$ cat src/rtl/viterbi_pkg.sv
// viterbi_pkg: shared symbol type, saturation and static-tap offset helpers for the Viterbi core
package viterbi_pkg;
  typedef logic signed [1:0] symbol_t;
  function automatic int static_offset(input int b_len, input int h_depth, input int s_len);
    return b_len + h_depth + s_len;
  endfunction
  function automatic int saturate(input int v, input int w);
    int hi;
    hi = (1 <<< (w - 1)) - 1;
    return v > hi ? hi : v < -hi - 1 ? -hi - 1 : v;
  endfunction
endpackage

$ cat src/rtl/static_conv.sv
// static_conv: convolves committed symbol history with the channel estimate, halves, saturates and adds rse
module static_conv
  import viterbi_pkg::*;
#(
  parameter int B_WIDTH           = 8,
  parameter int B_LEN             = 2,
  parameter int S_LEN             = 2,
  parameter int H_DEPTH           = 6,
  parameter int EST_CHAN_DEPTH    = 30,
  parameter int EST_CHANNEL_WIDTH = 8,
  parameter int SH_DEPTH          = 18
) (
  input  symbol_t                       hist [SH_DEPTH],
  input  logic signed [EST_CHANNEL_WIDTH-1:0] est_channel [EST_CHAN_DEPTH],
  input  logic signed [B_WIDTH-1:0]     rse_vals [B_LEN],
  output logic signed [B_WIDTH-1:0]     precomputed_static_val [B_LEN]
);
  localparam int OFFSET = static_offset(B_LEN, H_DEPTH, S_LEN);
  logic signed [B_WIDTH-1:0] static_val [B_LEN];
  int acc;
  always_comb begin
    acc = 0;
    for (int k = 0; k < B_LEN; k++) begin
      acc = 0;
      // taps falling outside the estimated channel contribute nothing
      for (int j = 0; j < SH_DEPTH; j++)
        if (j + OFFSET - k >= 0 && j + OFFSET - k < EST_CHAN_DEPTH)
          acc += int'(hist[j]) * int'(est_channel[j + OFFSET - k]);
      static_val[k] = B_WIDTH'(saturate(acc >>> 1, B_WIDTH));
      precomputed_static_val[k] = B_WIDTH'(saturate(int'(static_val[k]) + int'(rse_vals[k]), B_WIDTH));
    end
  end
endmodule

$ cat src/rtl/viterbi_static_tracker.sv
// viterbi_static_tracker: commits the min-energy state's newest symbols and precomputes static ISI.
// Define VITERBI_STATIC_TRACE_EN to print a trace line on every run step.
module viterbi_static_tracker
  import viterbi_pkg::*;
#(
  parameter int B_WIDTH           = 8,
  parameter int B_LEN             = 2,
  parameter int S_LEN             = 2,
  parameter int H_DEPTH           = 6,
  parameter int EST_CHAN_DEPTH    = 30,
  parameter int EST_CHANNEL_WIDTH = 8,
  parameter int N_S               = 7,
  parameter int SH_DEPTH          = 18
) (
  input  logic                          clk,
  input  logic                          rst_n,
  input  logic                          run,
  input  logic [2*B_WIDTH-1:0]          state_energies [N_S],
  input  logic signed [1:0]             state_histories [N_S][B_LEN],
  input  logic signed [EST_CHANNEL_WIDTH-1:0] est_channel [EST_CHAN_DEPTH],
  input  logic signed [B_WIDTH-1:0]     rse_vals [B_LEN],
  output logic signed [1:0]             final_symbols [B_LEN],
  output logic signed [B_WIDTH-1:0]     precomputed_static_val [B_LEN],
  output logic [2*B_WIDTH-1:0]          global_static_energy
);
  symbol_t hist_q [SH_DEPTH];
  symbol_t hist_d [SH_DEPTH];
  logic [2*B_WIDTH-1:0] energy_q, energy_d;
  int best;
  // strict less-than keeps the lowest index on ties
  always_comb begin
    best = 0;
    for (int i = 1; i < N_S; i++)
      if (state_energies[i] < state_energies[best]) best = i;
  end
  always_comb begin
    for (int i = 0; i < B_LEN; i++) hist_d[i] = run ? state_histories[best][i] : hist_q[i];
    for (int i = B_LEN; i < SH_DEPTH; i++) hist_d[i] = run ? hist_q[i - B_LEN] : hist_q[i];
    energy_d = run ? state_energies[best] : energy_q;
  end
  always_ff @(posedge clk or negedge rst_n) begin
    if (!rst_n) begin
      hist_q   <= '{default: '0};
      energy_q <= '0;
    end else begin
      hist_q   <= hist_d;
      energy_q <= energy_d;
    end
  end
  always_comb for (int k = 0; k < B_LEN; k++) final_symbols[k] = hist_q[k];
  assign global_static_energy = energy_q;
  static_conv #(
    .B_WIDTH(B_WIDTH), .B_LEN(B_LEN), .S_LEN(S_LEN), .H_DEPTH(H_DEPTH),
    .EST_CHAN_DEPTH(EST_CHAN_DEPTH), .EST_CHANNEL_WIDTH(EST_CHANNEL_WIDTH), .SH_DEPTH(SH_DEPTH)
  ) u_conv (
    .hist(hist_q),
    .est_channel(est_channel),
    .rse_vals(rse_vals),
    .precomputed_static_val(precomputed_static_val)
  );
`ifdef VITERBI_STATIC_TRACE_EN
  always_ff @(posedge clk) begin
    if (rst_n && run) begin
      $write("%m pre/rse/static:");
      for (int k = 0; k < B_LEN; k++)
        $write(" %0d/%0d/%0d", precomputed_static_val[k], rse_vals[k], u_conv.static_val[k]);
      $write(" hist:");
      for (int i = 0; i < SH_DEPTH; i++) $write(" %0d", hist_q[i]);
      $display("");
    end
  end
`else
`endif
endmodule

$ cat config.mk
export PLATFORM = sky130hd
export DESIGN_NAME = viterbi_static_tracker
export DESIGN_NICKNAME = d
export VERILOG_FILES = /design/src/rtl/viterbi_pkg.sv /design/src/rtl/static_conv.sv /design/src/rtl/viterbi_static_tracker.sv
export SDC_FILE = /design/constraint.sdc
export NUM_CORES = 2
export LEC_CHECK = 0
export ABC_AREA = 1
export CORE_ASPECT_RATIO = 1.5
export CORE_MARGIN = 2
export CORE_UTILIZATION = 35
export CTS_CLUSTER_SIZE = 8
export DETAILED_ROUTE_END_ITERATION = 7
export GPL_ROUTABILITY_DRIVEN = 0
export PLACE_DENSITY = 0.62
export SLEW_MARGIN = 25
export SYNTH_ARGS = -nofsm -noshare
export SYNTH_HDL_FRONTEND = slang
export SYNTH_SLANG_ARGS = --single-unit
export TNS_END_PERCENT = 1
$ cat constraint.sdc
create_clock -name clk -period 12.9 [get_ports clk]
set_clock_uncertainty 0.15 [all_clocks]
set_input_delay 1.935 -clock clk [delete_from_list [all_inputs] [get_ports clk]]
set_output_delay 1.935 -clock clk [all_outputs]
set_load 0.05 [all_outputs]
# Word-level counts from Yosys, hierarchy flattened
# Index checks and enable logic that the tools add are counted.
[totals] ff_bits=52 latch_bits=0 ram_bits=0 romBits=0 memories=0
[op_classes] n_addsub=36 multipliers=36 div=0 n_lt_le_gt_ge=20 n_eq_ne=0 shifts=0 n_mux=35 n_bitwise=6 n_reduce_logical=0
[ops] operator="$add 32x32->32" count=32
[ops] operator="$mul 2x8->10" count=36
[ops] operator="$bmux 16 s3" count=6
[ops] operator="$ge 32x4->1 const B" count=6
[ops] operator="$mux 16" count=12
[ops] operator="$not 32->32" count=6
[ops] operator="$mux 32" count=4
[ops] operator="$lt 16x16->1" count=6
[ops] operator="$add 32x10->32" count=2
[ops] operator="$mux 8" count=8
[ops] operator="$gt 31x8->1 const B" count=2
[ops] operator="$lt 31x8->1 const B" count=2
[ops] operator="$add 8x8->9" count=2
[ops] operator="$gt 9x8->1 const B" count=2
[ops] operator="$lt 9x8->1 const B" count=2
[ops] operator="$bmux 4 s3" count=1
[ops] operator="$mux 4" count=2
[ops] operator="$mux 2" count=1
[ops] operator="$mux 1" count=1

# Depth between registers and ports, before layout
[logic_depth] word_depth=36 ltp_mapped=91 ltp_nobuf=84

# By module
# Synthesis repeated with hierarchy kept, for this count alone.
[unflattened] hier_cells=4293 area_unflattened_um2=32003.2
[by_module_without_submodules] module="static_conv" instances=1 cells_each=3089 area_per_inst_um2=24683.7 seq_area_each_um2=0.0
[by_module_without_submodules] module="viterbi_static_tracker" instances=1 cells_each=1204 area_per_inst_um2=7319.5 seq_area_each_um2=1301.2

# Worst setup path after synthesis
# Ideal clock, no wire load.
[synth_timing] path_kind="input to output" start="input est_channel[128] in the netlist's numbering" end="output precomputed_static_val[2] in the netlist's numbering" arrival_ns=12.216 required_time_ns=10.815 slack_ns=-1.401 cell_stages=47 cell_sequence="or2_2 fa_1 inv_1 ha_1 inv_1 fa_1 o21ai_0 xor2_1 inv_1 fa_1 inv_1 fa_1 fa_1 fa_1 fa_1 inv_1 fa_1 ha_1 (+11 left out) nand3_1 a211oi_1 nand2_1 nor2_1 nand4_1 o31ai_1 nand2_1 ha_1 a21oi_1 nand2_1 a21oi_1 o21bai_1 a21oi_1 nor2_1 nor2_1 xor2_1 nor2_1 o21ai_0"
[synth_lines] element="start, declared" line="viterbi_static_tracker.sv:20" rtl="input logic signed [EST_CHANNEL_WIDTH-1:0] est_channel [EST_CHAN_DEPTH],"
[synth_lines] element="end, declared" line="viterbi_static_tracker.sv:23" rtl="output logic signed [B_WIDTH-1:0] precomputed_static_val [B_LEN],"

==> run summary <==
Clock transition at the registers of the reported paths: 0.10 ns
Post-DRT Antenna Nets: 0
Syn-to-layout area delta: 42.6%
Crit Path Max Fanout: 5
Initial Util: 0.353
Placed cell areas: 45,000 um2
Worst path slowest cell: fa_2
Min Hold Slack: 0.378 ns
CTS buffer count: 5
Slew HR: 0.359
Num rows: 138
#FFs+latches synth: 52
Vias in the first global route: 36,000
Most used cell, CP: inv_1
Clock buffer depth: 2
H-tree depth: 2
Total GRT Usage: 0.266
Ys Warns: 0
Pre-antenna DRT Iters: 6
Largest net degree at the start of global routing: 62
Mapped Nets: 5,994
Buffers on Ports: 346
Worst hold-check path type: reg2reg
Setup slack after layout: -0.835 ns
Achievable Freq: 0.0728 GHz
Placed Cells: 6,882
RSZ-0062 raised after global routing: true
Die ar.: 97,600 um2
Critical path class: in2out
Fin crit period: 13.73 ns
Remaining DRCs: 0
Nets@finish: 7,116
Mapped Area: 33,300 um2
Library cells used by synthesis: 45
Endpoints failing hold: 0
Post-synth EDFFs: 0
Failing checks: negative setup slack
Worst path arrival time: 11.65 ns
Final wirelength: 129 mm
Crit end category: output pin
Core area: 94,300 um2
Dpl ws: -1.65 ns
Final setup violation count: 36
Final period utilization: 1.06
Commonest non-fill, non-tap cell in the layout: nand2_1
Pins over their slew limit: 0
Non-filler cells, final: 6,955
Most frequent cells in the layout: nand2_1, inv_1, buf_4
Top FF cell, synth: dfrtp_1
Synth Area per Inst: 7.29 um2
CP Buf/Inv Count: 11
Total gr overflow: 0
Max cap viols: 0
Die H: 382 um
Synth area leaders: fa_1, ha_1, inv_1
Worst stage delay on the critical path: 0.66 ns
Post-synth ARST share: 1.00
Clock sink count: 52
Die width: 256 um
Initial drt markers: 1,956
Syn Inst Count: 4,565
Root Driver: clkbuf_16
Share of cells above drive strength 1: 0.260
Data required, critical path: 10.81 ns
Worst setup SP type: input pin
Crit path max-delay family: adder cells
CTS tree: built
Cell area after layout: 47,400 um2
Yosys top cell by area: fa_1
DP HPWL: 113 mm
Sequential area share after synthesis: 0.0391
WL/cell: 18.6 um
Top-area cell type share of the netlist area: 0.260
Boundary pin count: 435
Clk_lat worst skew: 0.35 ns
Initial antenna violation count: 23
Worst-Margin Slew: 0.961 ns
Status: finished with violations
Filler Cell Count: 9,081
First-pass GRT wire length: 198 mm
DR vias/cell: 4.95
Vias: 34,400
## sequential cells by signal, indices dropped and copies added, names as in the netlist
register,cells
global_static_energy,16
hist_q,32
final_symbols,4
## metrics by stage
stage                     setup TNS (ns)  utilization
after floorplan                    -2.29            -
after global placement            -34.93        0.477
after detailed placement          -41.47        0.477
after CTS                         -21.05        0.498
after global routing              -39.88        0.503
final                             -15.48        0.503
## Yosys cell counts (4+ instances only)
cell type,instances
fa_1,432
inv_2,8
or2_2,13
a32o_1,5
nand2_1,918
o21ai_1,9
nand3b_1,10
a2bb2oi_1,4
o21bai_1,12
buf_1,31
o21ai_0,225
inv_1,935
nand4_1,9
a22o_1,4
xnor2_1,121
ha_1,598
nor3_1,15
clkbuf_1,81
a221oi_1,5
a21o_1,30
buf_4,10
dfrtp_1,52
a21oi_1,307
nor2_1,336
nand3_1,203
xor2_1,112
a31oi_1,19
nand2_2,9
nand2_4,4
o211ai_1,6
clkinv_1,4
buf_2,11
a211oi_1,8
## cells by family after synthesis
| group | count (synthesis) | share of synthesized area |
|---|---|---|
| compound gates | 647 | 0.106 |
| xor+xnor | 233 | 0.0614 |
| fa+ha+maj | 1030 | 0.485 |
| buf+inv | 1082 | 0.124 |
| flops | 52 | 0.0391 |
| simple gates | 1521 | 0.185 |
## worst paths after layout
path / depth (start not counted) / to / start / slack, ns
worst max-delay path: 52 / precomputed_static_val[2] / est_channel[124] / -0.83
worst min-delay path: 2 / global_static_energy[0] / global_static_energy[0] / 0.38
worst max register to register: 3 / hist_q[21] / hist_q[21] / 11.44
worst min register to register: 2 / global_static_energy[0] / global_static_energy[0] / 0.38
max in group asynchronous: 2 / global_static_energy[3] / rst_n / 10.50
min in group asynchronous: 2 / hist_q[8] / rst_n / 1.56
## tightest hold or removal path: cells and delay by family, from the launching register on
kind / cells / cell delay (ns)
flops: 1 / 0.36
simple gates: 2 / 0.13
## layer usage
metal | vias up | track usage | share of wire
li1 | 16500 | - | -
met1 | 16400 | 0.278 | 0.35
met2 | 1169 | 0.493 | 0.51
met3 | 378 | 0.0388 | 0.058
met4 | 26 | 0.175 | 0.081
met5 | - | 0 | 0.0013
## area by class of cell
type | count | area, um2 | share of cell area
Multi-Input combinational cell | 3431 | 30300 | 0.639
Timing Repair Buffer | 1250 | 10500 | 0.221
Inverter | 947 | 3560 | 0.0751
Tap cell | 1260 | 1580 | 0.0332
Sequential cell | 52 | 1300 | 0.0274
Clock buffer | 5 | 125 | 0.00264
Clock inverter | 3 | 23.8 | 0.000501
Antenna cell | 7 | 17.5 | 0.000369
## timing repair
item	in CTS	in global routing
setup endpoints to repair	36	36
pin swaps	324	84
hold buffers	0	0
cloned	0	0
resized for setup	636	101
buffers inserted	58	5
Power is left out: the tool's default activity adds up to more than one toggle a clock period on the data nets, which glitch-free logic cannot reach.
